### src/rtl/imem_stream_loader.sv
// rtl/imem_stream_loader.sv - instruction memory loaded from a byte stream, registered fetch port
// Words are assembled MSB-first from the load stream; fetches past prog_len return NOP_WORD.

module imem_stream_loader #(
    parameter int                 ADDR_W   = 8,
    parameter int                 INSTR_W  = 16,
    parameter int                 BYTE_W   = 8,
    parameter logic [INSTR_W-1:0] NOP_WORD = '0
) (
    input  logic                i_clk,
    input  logic                i_rst_n,
    input  logic                i_load_start,
    input  logic                i_load_end,
    input  logic                i_load_valid,
    input  logic [BYTE_W-1:0]   i_load_data,
    output logic                o_load_ready,
    output logic                o_load_err,
    output logic                o_full,
    input  logic                i_fetch_req,
    input  logic [ADDR_W-1:0]   i_pc,
    output logic [INSTR_W-1:0]  o_instr,
    output logic                o_instr_valid,
    output logic                o_busy,
    output logic [ADDR_W:0]     o_prog_len
);

    localparam int BPW   = INSTR_W / BYTE_W;
    localparam int DEPTH = 2**ADDR_W;
    localparam int CNT_W = (BPW > 1) ? $clog2(BPW) : 1;

    localparam logic [ADDR_W:0]   FULL_LEN  = (ADDR_W+1)'(DEPTH);
    localparam logic [CNT_W-1:0]  LAST_BYTE = CNT_W'(BPW - 1);
    localparam logic [ADDR_W-1:0] LAST_ADDR = ADDR_W'(DEPTH - 1);

    typedef enum logic {
        ST_RUN  = 1'b0,
        ST_LOAD = 1'b1
    } state_t;

    state_t              r_state;
    logic [INSTR_W-1:0]  r_mem [DEPTH];
    logic [INSTR_W-1:0]  r_asm;
    logic [CNT_W-1:0]    r_bcnt;
    logic [ADDR_W-1:0]   r_wptr;
    logic [ADDR_W:0]     r_prog_len;
    logic                r_load_err;
    logic [INSTR_W-1:0]  r_instr;
    logic                r_instr_valid;

    logic                w_accept;
    logic                w_word_done;
    logic [INSTR_W-1:0]  w_asm_next;
    logic [CNT_W-1:0]    w_bcnt_next;
    logic                w_pc_hit;

    assign o_full        = (r_prog_len == FULL_LEN);
    assign o_load_ready  = (r_state == ST_LOAD) && !o_full;
    assign o_busy        = (r_state == ST_LOAD);
    assign o_load_err    = r_load_err;
    assign o_prog_len    = r_prog_len;
    assign o_instr       = r_instr;
    assign o_instr_valid = r_instr_valid;

    // A restart pulse wins over a byte offered in the same cycle.
    assign w_accept    = i_load_valid && o_load_ready && !i_load_start;
    assign w_word_done = w_accept && (r_bcnt == LAST_BYTE);
    assign w_asm_next  = INSTR_W'({r_asm, i_load_data});
    assign w_pc_hit    = ({1'b0, i_pc} < r_prog_len);

    always_comb begin
        w_bcnt_next = r_bcnt;
        if (w_accept) begin
            w_bcnt_next = w_word_done ? '0 : r_bcnt + 1'b1;
        end
    end

    // Memory has no reset; stale contents are hidden behind prog_len.
    always_ff @(posedge i_clk) begin
        if (w_word_done) begin
            r_mem[r_wptr] <= w_asm_next;
        end
    end

    always_ff @(posedge i_clk or negedge i_rst_n) begin
        if (!i_rst_n) begin
            r_state       <= ST_RUN;
            r_asm         <= '0;
            r_bcnt        <= '0;
            r_wptr        <= '0;
            r_prog_len    <= '0;
            r_load_err    <= 1'b0;
            r_instr       <= NOP_WORD;
            r_instr_valid <= 1'b0;
        end else begin
            r_instr_valid <= 1'b0;
            if (i_load_start) begin
                r_state    <= ST_LOAD;
                r_bcnt     <= '0;
                r_wptr     <= '0;
                r_prog_len <= '0;
                r_load_err <= 1'b0;
            end else begin
                case (r_state)
                    ST_RUN: begin
                        if (i_fetch_req) begin
                            r_instr       <= w_pc_hit ? r_mem[i_pc] : NOP_WORD;
                            r_instr_valid <= 1'b1;
                        end
                    end
                    ST_LOAD: begin
                        if (w_accept) begin
                            r_asm  <= w_asm_next;
                            r_bcnt <= w_bcnt_next;
                        end
                        if (w_word_done) begin
                            r_prog_len <= r_prog_len + 1'b1;
                            if (r_wptr != LAST_ADDR) begin
                                r_wptr <= r_wptr + 1'b1;
                            end
                        end
                        // Completeness is judged after this cycle's byte is counted.
                        if (i_load_end) begin
                            r_state <= ST_RUN;
                            r_bcnt  <= '0;
                            if (w_bcnt_next != '0) begin
                                r_load_err <= 1'b1;
                            end
                        end
                    end
                    default: r_state <= ST_RUN;
                endcase
            end
        end
    end

endmodule

### config.mk
export PLATFORM = sky130hd
export DESIGN_NAME = imem_stream_loader
export DESIGN_NICKNAME = d
export VERILOG_FILES = /design/src/rtl/imem_stream_loader.sv
export SDC_FILE = /design/constraint.sdc
export NUM_CORES = 2
export LEC_CHECK = 0
export ABC_CLOCK_PERIOD_IN_PS = 5650
export CORE_MARGIN = 5
export CORE_UTILIZATION = 55
export CTS_CLUSTER_DIAMETER = 120
export DETAILED_ROUTE_END_ITERATION = 8
export GPL_ROUTABILITY_DRIVEN = 0
export HOLD_SLACK_MARGIN = 0.03
export PLACE_DENSITY = 0.7
export SLEW_MARGIN = 40
export SYNTH_ARGS = -nofsm -noshare
export SYNTH_HDL_FRONTEND = slang
export SYNTH_SLANG_ARGS = --single-unit
### constraint.sdc
create_clock -name i_clk -period 5.65 [get_ports i_clk]
set_clock_uncertainty 0.1 [all_clocks]
set_input_delay 1.13 -clock i_clk [delete_from_list [all_inputs] [get_ports i_clk]]
set_output_delay 1.13 -clock i_clk [all_outputs]
set_load 0.005 [all_outputs]
==> results.py <==
metrics = {
    "timing": {
        "relSlewSlack_pct": 37.60,
        "rsz0062_at_grt": "no",
        "fmax_mhz": 218.7,
        "drv_slew": 0,
        "tightestPinTransition_ps": 927.4,
        "hold_viol": 0,
        "hold_slack_ps": 257.6,
        "post-route-min-period_ps": 4572,
        "finalWorstSetupSlack_ps": 1078,
        "finalSetupViolCount": 0,
        "period_share_pct": 80.92,
    },
    "place": {
        "post_dp_cell_area_sq_um": 167700,
        "numPortBuffers": 51,
        "dp_hpwl_microns": 257600,
        "place_inst": 11170,
        "pre_cts_slack_ps": 268.3,
    },
    "synth": {
        "synth-warning-count": 0,
        "synthFlopType": "edfxtp_1",
        "avgSynthCellArea_sq_um": 22.18,
        "synth_async_sr_flop_share_pct": 1.087,
        "netlist_top_cells_area": "edfxtp_1, mux4_2, mux2i_1, nor2_1, dfrtp_1",
        "synth_top_area_cell": "edfxtp_1",
        "ys_seq_area_share_pct": 77.98,
        "yosysMostFrequentCell": "edfxtp_1",
        "synth_cells": 7176,
        "syn-num-nets": 7212,
        "syn_area_sq_um": 159200,
        "netlist.area_leader.share_pct": 77.27,
        "ys_top_cells_by_count": "edfxtp_1, mux4_2, nor2_1, mux2i_1, nand2_1",
        "ys_seq_elements": 4141,
        "synth_edf_count": 4096,
        "yosys.cell_types.count": 73,
    },
    "global_routing": {
        "overflow": 0,
        "grt_antenna_before_repair": 23,
        "grtUsageMet2_pct": 43.08,
        "grt_usage_pct": 28.09,
        "grt_pass1_vias": 79710,
        "grt_max_degree": 169,
        "gr-usage-met3_pct": 6.799,
        "busiest_layer": "met2",
        "met1_usage_pct": 39.98,
        "grt_pass1_wl_microns": 602700,
    },
    "finish": {
        "syn_to_final_growth_pct": 13.69,
        "design_area_sq_um": 181000,
        "instances_no_fill": 11920,
        "fin_nets": 7833,
        "drive_above_1_share_pct": 28.08,
    },
    "worst_setup_path": {
        "endpoint_kind": "flip-flop",
        "start_kind": "input port",
        "reg2reg_from": "o_prog_len[0]",
        "crit_fanout": 53,
        "arrival_ps": 5200,
        "crit_start": "i_pc[0]",
        "r2r_setup_slack_ps": 1130,
        "required_ps": 6280,
        "reg2regPathDepth": 12,
        "critPathSlowestCell": "mux4_2",
        "path_cells": "buf_16 -> buf_16 -> buf_4 -> mux4_2 -> mux4_2 -> a22oi_1 -> nand2_1 -> a22oi_1 -> buf_4 -> nand3_1",
        "critical_path.max_stage_delay_ps": 590,
        "r2r-end": "r_mem[128][15]",
        "crit_type": "in2reg",
    },
    "cts": {
        "cts_inserted_buffers": 400,
        "clockBufferDepth": 4,
        "clk_pin_slew_ps": 60,
        "cts-resized-gates": 0,
        "htree_levels": 5,
        "cts_tree": "built",
        "cts-root-buf": "clkbuf_16",
        "cts_setup_buffers": 0,
        "cts.sinks": 4141,
        "hold_buffers": 0,
        "clk-insertion-delay-late_ps": 950,
    },
    "floorplan": {
        "die_h_microns": 548.0,
        "rows": 197,
        "initial_utilization_pct": 55.24,
        "core_sq_um": 288100,
        "die_x_microns": 548.0,
        "io_pins": 52,
        "die_area_sq_um": 300300,
    },
    "pwr": {
        "irDropWorstVdd_v": 0.0002851,
        "p_total_w": 0.06469,
        "power_density_nw_per_um2": 357.5,
        "power.leakage_nw": 57.58,
    },
    "detailed_routing": {
        "drc": 0,
        "final_antenna_net_count": 0,
        "drt-initial-drc-count": 12320,
        "first_pass_iters": 6,
        "vias": 80350,
        "vias_per_cell": 6.743,
        "wl_per_cell_microns": 35.44,
        "drt_wl_total_microns": 422300,
    },
    "run_status": {
        "status": "finished clean",
    },
    "run": {
        "drv_cap": 0,
    },
    "min_path": {
        "hold_path.class": "in2async",
    },
}
area by class of cell:
cell class | instances | area (sq um)
Clock inverter | 250 | 2559
Multi-Input combinational cell | 2608 | 33020
Fill cell | 18680 | 107200
Clock buffer | 479 | 10420
Antenna cell | 12 | 30.03
Sequential cell | 4141 | 124200
Timing Repair Buffer | 626 | 5958
Inverter | 20 | 92.59
Tap cell | 3781 | 4731
sequential cells by signal, indices dropped and copies added (netlist names):
name           count
r_asm              8
o_instr_valid      1
r_wptr             8
o_prog_len         9
o_busy             1
o_instr           16
r_mem           4096
o_load_err         1
r_bcnt             1
report_power, final:
part / switching [W] / internal, W
registers: 0.000239 / 0.0343
clock network: 0.0114 / 0.0151
logic: 0.00240 / 0.00119
total: 0.0140 / 0.0506
per-layer routing:
metal | wire (microns) | up-vias
met5 | 92 | -
met4 | 18740 | 14
met3 | 49240 | 803
met2 | 198100 | 5400
met1 | 156100 | 42510
li1 | - | 31630
through the flow:
stage | TNS, ps | util (%)
after floorplan | 0 | -
after global placement | -29.16 | 58.08
after detailed placement | 0 | 58.20
after CTS | 0 | 62.70
after global routing | 0 | 62.80
final | 0 | 62.80
worst max-delay path, delay by kind of cell:
kind	cells	cell delay, ps
buffers and inverters	4	1360
multiplexers	2	1070
AO/OA/AOI/OAI	2	910
AND/OR/NAND/NOR	2	480
how the worst max path moves through the flow:
stage                      to  slack [ps]  cells after the start
2_1_floorplan    r_mem[0][10]        1560                      0
3_3_place_gp       o_instr[1]         -30                      8
3_5_place_dp       o_instr[6]         270                     10
4_1_cts            o_instr[6]        1200                     10
5_1_grt        r_mem[128][15]         900                     12
6_report           o_instr[1]        1080                     10
kinds of logic after synthesis:
| group | after synthesis | synth area share (%) |
|---|---|---|
| fa+ha+maj | 14 | 0.1100 |
| flops | 4141 | 77.98 |
| compound gates | 544 | 2.339 |
| xor+xnor | 12 | 0.06603 |
| buf+inv | 427 | 1.431 |
| simple gates | 754 | 2.100 |
| mux | 1284 | 15.97 |
cell usage in the layout (no fill, tap or decap), types with 42 or more instances in the layout:
| cell | n |
|---|---|
| mux4_2 | 1003 |
| nand3_1 | 55 |
| a22oi_1 | 84 |
| clkbuf_1 | 72 |
| bufinv_16 | 42 |
| clkinv_2 | 71 |
| buf_4 | 497 |
| clkbuf_16 | 405 |
| clkinv_1 | 85 |
| a21oi_1 | 59 |
| o21ai_0 | 48 |
| o22ai_1 | 148 |
| mux2i_1 | 258 |
| nand2_1 | 242 |
| buf_12 | 63 |
| edfxtp_1 | 4096 |
| nor2_1 | 272 |
Power figures use the tool's default switching activity.
